$ cat src/rtl/pipeline_pkg.sv
// rtl/pipeline_pkg.sv - shared pipeline control types and constants
package pipeline_pkg;

    localparam int REG_IDX_W = 4;

    typedef enum logic [1:0] {
        ST_RUN      = 2'd0,
        ST_MEM_WAIT = 2'd1,
        ST_ABORT    = 2'd2
    } fsm_state_t;

    // Control bundle carried by the ID/EX and EX/MEM pipeline registers
    typedef struct packed {
        logic wb_en;
        logic mem_r_en;
        logic mem_w_en;
        logic b;
        logic s;
    } pipe_ctrl_t;

endpackage

$ cat src/rtl/hazard_detect.sv
// rtl/hazard_detect.sv - combinational register-dependency compare for decode operands
module hazard_detect
    import pipeline_pkg::*;
#(
    parameter int FWD_EN = 1
) (
    input  logic                 id_valid,
    input  logic [REG_IDX_W-1:0] id_src1,
    input  logic [REG_IDX_W-1:0] id_src2,
    input  logic                 id_two_src,
    input  logic                 exe_wb_en,
    input  logic                 exe_mem_r_en,
    input  logic [REG_IDX_W-1:0] exe_dest,
    input  logic                 exe_b,
    input  logic                 mem_wb_en,
    input  logic [REG_IDX_W-1:0] mem_dest,
    output logic                 hit1,
    output logic                 hit2,
    output logic                 hazard
);

    // With forwarding only a load in EXE cannot be bypassed; without it every
    // pending writeback in EXE or MEM blocks the dependent instruction.
    logic exe_blocks;
    logic mem_blocks;

    assign exe_blocks = exe_wb_en & ((FWD_EN != 0) ? exe_mem_r_en : 1'b1);
    assign mem_blocks = (FWD_EN == 0) ? mem_wb_en : 1'b0;

    assign hit1 = (exe_blocks & (exe_dest == id_src1)) |
                  (mem_blocks & (mem_dest == id_src1));
    assign hit2 = (exe_blocks & (exe_dest == id_src2)) |
                  (mem_blocks & (mem_dest == id_src2));

    // A taken branch in EXE squashes decode anyway, so no stall is needed.
    assign hazard = id_valid & ~exe_b & (hit1 | (id_two_src & hit2));

endmodule

$ cat src/rtl/hazard_flush_ctrl.sv
// rtl/hazard_flush_ctrl.sv - pipeline flush/freeze generation with memory wait FSM
module hazard_flush_ctrl
    import pipeline_pkg::*;
#(
    parameter int FWD_EN      = 1,
    parameter int MEM_TIMEOUT = 64,
    parameter int CNT_W       = 16
) (
    input  logic                 clk,
    input  logic                 rst,
    input  logic                 id_valid,
    input  logic [REG_IDX_W-1:0] id_src1,
    input  logic [REG_IDX_W-1:0] id_src2,
    input  logic                 id_two_src,
    input  logic                 exe_wb_en,
    input  logic                 exe_mem_r_en,
    input  logic [REG_IDX_W-1:0] exe_dest,
    input  logic                 exe_b,
    input  logic                 mem_wb_en,
    input  logic [REG_IDX_W-1:0] mem_dest,
    input  logic                 mem_req,
    input  logic                 mem_ready,
    output logic                 freeze_pc,
    output logic                 freeze_ifid,
    output logic                 flush_ifid,
    output logic                 flush_idex,
    output logic                 freeze_all,
    output logic                 mem_err,
    output logic [CNT_W-1:0]     stall_cnt,
    output logic [1:0]           state
);

    localparam logic [15:0] WAIT_LAST = 16'(MEM_TIMEOUT - 1);

    fsm_state_t       state_q;
    logic [15:0]      wait_cnt;
    logic             mem_err_q;
    logic [CNT_W-1:0] stall_cnt_q;

    // While reset is asserted every input is forced to zero so all control
    // outputs go low regardless of what the pipeline presents.
    logic                 g_id_valid, g_two_src, g_exe_wb_en, g_exe_mem_r_en;
    logic                 g_exe_b, g_mem_wb_en, g_mem_req, g_mem_ready;
    logic [REG_IDX_W-1:0] g_src1, g_src2, g_exe_dest, g_mem_dest;

    assign g_id_valid     = rst & id_valid;
    assign g_two_src      = rst & id_two_src;
    assign g_exe_wb_en    = rst & exe_wb_en;
    assign g_exe_mem_r_en = rst & exe_mem_r_en;
    assign g_exe_b        = rst & exe_b;
    assign g_mem_wb_en    = rst & mem_wb_en;
    assign g_mem_req      = rst & mem_req;
    assign g_mem_ready    = rst & mem_ready;
    assign g_src1         = rst ? id_src1  : '0;
    assign g_src2         = rst ? id_src2  : '0;
    assign g_exe_dest     = rst ? exe_dest : '0;
    assign g_mem_dest     = rst ? mem_dest : '0;

    logic hit1, hit2, hazard;

    hazard_detect #(
        .FWD_EN(FWD_EN)
    ) u_hazard_detect (
        .id_valid     (g_id_valid),
        .id_src1      (g_src1),
        .id_src2      (g_src2),
        .id_two_src   (g_two_src),
        .exe_wb_en    (g_exe_wb_en),
        .exe_mem_r_en (g_exe_mem_r_en),
        .exe_dest     (g_exe_dest),
        .exe_b        (g_exe_b),
        .mem_wb_en    (g_mem_wb_en),
        .mem_dest     (g_mem_dest),
        .hit1         (hit1),
        .hit2         (hit2),
        .hazard       (hazard)
    );

    // In ABORT the stall is released so the pipeline moves past the dead access.
    logic mem_stall;
    assign mem_stall = g_mem_req & ~g_mem_ready & (state_q != ST_ABORT);

    // Priority: a memory freeze masks flushes; a branch beats a load-use bubble
    // (hazard already excludes the branch case).
    always_comb begin
        freeze_all  = mem_stall;
        freeze_pc   = mem_stall | hazard;
        freeze_ifid = mem_stall | hazard;
        flush_ifid  = ~mem_stall & g_exe_b;
        flush_idex  = ~mem_stall & (g_exe_b | hazard);
    end

    // Memory wait FSM with timeout, sticky error flag and saturating stall counter
    always_ff @(posedge clk) begin
        if (!rst) begin
            state_q     <= ST_RUN;
            wait_cnt    <= '0;
            mem_err_q   <= 1'b0;
            stall_cnt_q <= '0;
        end else begin
            if (freeze_pc && (stall_cnt_q != {CNT_W{1'b1}})) begin
                stall_cnt_q <= stall_cnt_q + CNT_W'(1);
            end
            case (state_q)
                ST_RUN: begin
                    if (mem_stall) begin
                        state_q  <= ST_MEM_WAIT;
                        wait_cnt <= 16'd1;
                    end
                end
                ST_MEM_WAIT: begin
                    if (g_mem_ready) begin
                        state_q  <= ST_RUN;
                        wait_cnt <= '0;
                    end else if (wait_cnt == WAIT_LAST) begin
                        state_q   <= ST_ABORT;
                        wait_cnt  <= '0;
                        mem_err_q <= 1'b1;
                    end else begin
                        wait_cnt <= wait_cnt + 16'd1;
                    end
                end
                ST_ABORT: begin
                    state_q  <= ST_RUN;
                    wait_cnt <= '0;
                end
                default: begin
                    state_q  <= ST_RUN;
                    wait_cnt <= '0;
                end
            endcase
        end
    end

    assign mem_err   = mem_err_q;
    assign stall_cnt = stall_cnt_q;
    assign state     = state_q;

    logic unused_hits;
    assign unused_hits = hit1 ^ hit2;

endmodule

$ cat config.mk
export PLATFORM = sky130hd
export DESIGN_NAME = hazard_flush_ctrl
export DESIGN_NICKNAME = d
export VERILOG_FILES = /design/src/rtl/pipeline_pkg.sv /design/src/rtl/hazard_detect.sv /design/src/rtl/hazard_flush_ctrl.sv
export SDC_FILE = /design/constraint.sdc
export NUM_CORES = 1
export LEC_CHECK = 0
export BUFFER_PORTS_ARGS = -buffer_cell sky130_fd_sc_hd__buf_2
export CAP_MARGIN = 20
export CORE_MARGIN = 3
export CORE_UTILIZATION = 46
export CTS_CLUSTER_DIAMETER = 40
export DETAILED_ROUTE_END_ITERATION = 6
export PLACE_DENSITY_LB_ADDON = 0.25
export SLEW_MARGIN = 20
export SYNTH_ARGS = -nofsm -noshare
export SYNTH_HDL_FRONTEND = slang
export SYNTH_SLANG_ARGS = --single-unit
$ cat constraint.sdc
create_clock -name clk -period 2.82 [get_ports clk]
set_input_delay 0.282 -clock clk [delete_from_list [all_inputs] [get_ports clk]]
set_output_delay 0.282 -clock clk [all_outputs]
set_load 0.01 [all_outputs]
==> results.md <==
- Status: completed
- Detailed Routing Iterations Pass 1: 4
- Critical Path AT: roughly 2.3 ns
- Largest net degree at the start of global routing: 32
- Core Rows: 23
- Asr flop ratio synth: 0%
- Vias per cell: 5.19
- Num Clock Sinks: 35
- DRC viols: 0
- Initial Util: a little under 50%
- Clock buffer depth: 2
- RD Place Congestion: a little over 0.8
- Placeable core area: 0.00409 mm²
- Worst hold path type: input pin to flip-flop
- Cells after Synth: about 230
- Largest family of logic cells by synthesized area: simple AND/OR/NAND/NOR gates
- Layout cells sized above 1: a little under a quarter
- H-tree depth: 2
- Post-DRT Antenna Nets: 0
- Mapped Area: 0.00199 mm²
- DRT iter0 DRCs: about 170
- CP Launch Type: flip-flop
- Cts bufs inserted: 5
- Filler instances: roughly 400
- Worst EP required: slightly above 3 ns
- Pwr Total: about 0.0011 W
- Synth warn: 0
- Main synth FF type: dfxtp_1
- HPWL Detailed: about 3000 µm
- Via count: 1693
- Clk_skew: around 0.0063 ns
- Post-DR wirelength/cell: 12.4 µm
- Sequential-to-total area share from yosys stat: a little over a third
- Die ar.: roughly 0.0052 mm²
- Net count, final: 303
- Mean area per synthesized cell: about 8.5 µm²
- Worst-skew pair later-pin latency: roughly 0.29 ns
- Post-synth EDFFs: 0
- Clock slew at reported path FFs: 0.07 ns
- Number of antenna violations at the first check in global routing: 0
- Xor and xnor fraction of the mapped netlist area: 9.22%
- Post-cts resize count: 0
- # port buffers: between 40 and 50
- Die Height: between 70 and 80 µm
- First-pass GRT wire length: 7050 µm
- Gr usage total: about 17%
- PD cells: 491 mW/mm²
- Setup TNS Final: 0 ns
- ANT cells: 0
- Compound-Gate Fraction of Synth Area: between 10% and 20%
- Final Hold Fails: 0
- Final max-slew violation count: 0
- Post-synthesis adder-cell area fraction: roughly 1.3%
- Cts hold-fix bufs: 0
- Final wirelength: 4050 µm
- WS Path Type: flip-flop to flip-flop
- Relative slew slack: between 50% and 60%
- Crit path max fanout: 7
- Root buffer cell: clkbuf_8
- Slew @ Worst Pin: roughly 0.63 ns
- Syn_nets: 262
- Unrepaired setup endpoints after global routing: no
- Post-synthesis mux area share: 8.03%
- Crit. End Element: flip-flop
- Post-Synth Simple-Gate Area: 27.4%
- Final worst path period need: roughly 2.1 ns
- #FFs+latches synth: 35
- Final setup viols: 0
- GRT Residual Overflow: 0
- Cell variety after synth: 43
- Post-CTS Setup Bufs: 0
- CTS tree: done
- Max IR drop VDD: roughly 240 µV
- Max-cap violation count: 0
- Vias in the first global route: between 1500 and 2000
- Area of the multi-input gates: 0.00118 mm²
- Chip width: approximately 70 µm
- Leak: just under 0.9 nW
- Max Freq: 479 MHz
- Seq. cell area: approximately 700 µm²
- Final period util: 74.1%
- I/O Pins: 50
- Area Overhead vs Synth: 17.1%
worst paths after layout:
check,startpoint,endpoint,slack (ns),cells after the start
min reg2reg,mem_err,mem_err,0.48,1
max reg2reg,stall_cnt[0],stall_cnt[1],0.73,6
max,stall_cnt[0],stall_cnt[1],0.73,6
min,rst,state[1],0.31,2
synth_stat cells, drive strengths merged, types with 3 or more instances:
library cell   n  area share [%]
a211oi        10             4.8
a21oi          7             1.8
and2           3            0.94
buf            8             3.6
clkbuf         3            0.56
dfxtp         35              35
inv            7             1.3
mux2i         16             8.0
nand2         39             7.3
nand2b         7             2.2
nand3         13             3.3
nand4          8             2.5
nor2          20             3.8
nor2b          3            0.94
nor3           6             2.1
or2b           4             1.5
xnor2         13             5.7
xor2           8             3.5
power by group:
part	internal (W)	switching [W]	total, W
Combinational	0.0000432	0.0000603	0.000104
Clock	0.000353	0.000183	0.000536
Sequential	0.000501	0.00000622	0.000507
Total	0.000898	0.000249	0.00115
flip-flops by register name, summed over array words and instances, names as in the netlist:
| signal | cells |
|---|---|
| stall_cnt | 16 |
| mem_err | 1 |
| wait_cnt | 16 |
| state | 2 |
logic make-up (layout without fill, tap and decap cells):
kind of cell,after synthesis,in the layout
multiplexers,16,16
AND/OR/NAND/NOR,110,110
flip-flops,35,35
AO/OA/AOI/OAI,32,32
XOR/XNOR,21,21
buffers and inverters,18,60
adder cells (fa/ha/maj),2,2
routing by layer:
layer / track usage (%) / routed length (µm) / vias up
met5: 0 / 0 / -
met4: 6.89 / 70 / 0
met3: 4.91 / 229 / 9
met2: 27.1 / 1860 / 34
met1: 21.7 / 1890 / 766
li1: - / - / 884
critical path, cell delays in order (launching register included):
cell     delay, ns
dfxtp_1       0.40
ha_1          0.20
nand2_1       0.10
nor3_1        0.38
nor2b_1       0.56
a21o_1        0.19
mux2i_1       0.18
placed cells by master, fill, tap and decap left out, types with 8 or more instances in the layout:
| cell | count |
|---|---|
| buf_2 | 44 |
| nand2_1 | 39 |
| dfxtp_1 | 35 |
| nor2_1 | 20 |
| mux2i_1 | 16 |
| xnor2_1 | 13 |
| nand3_1 | 13 |
| nand4_1 | 8 |
| xor2_1 | 8 |
final cells by class:
type	instances	share of cell area, %
inverter	7	1.13
tap	50	2.68
sequential	35	30.0
clock buffer	6	3.11
multi-input combinational	181	50.8
clock inverter	2	2.57
timing repair buffer	45	9.75
per-stage QoR:
stage / worst slack, ns / cells / util, % / area (µm²) / hold slack (ns)
global placement: 0.763 / 318 / 53.9 / 2200 / 0.447
detailed placement: 0.739 / 318 / 53.9 / 2200 / 0.458
global route: 0.480 / 326 / 57.1 / 2330 / 0.310
finish: 0.731 / 326 / 57.1 / 2330 / 0.305
floorplan: 1.11 / 234 / - / 1990 / 0.480
CTS: 0.724 / 326 / 57.1 / 2330 / 0.304
Power figures use the tool's default switching activity.
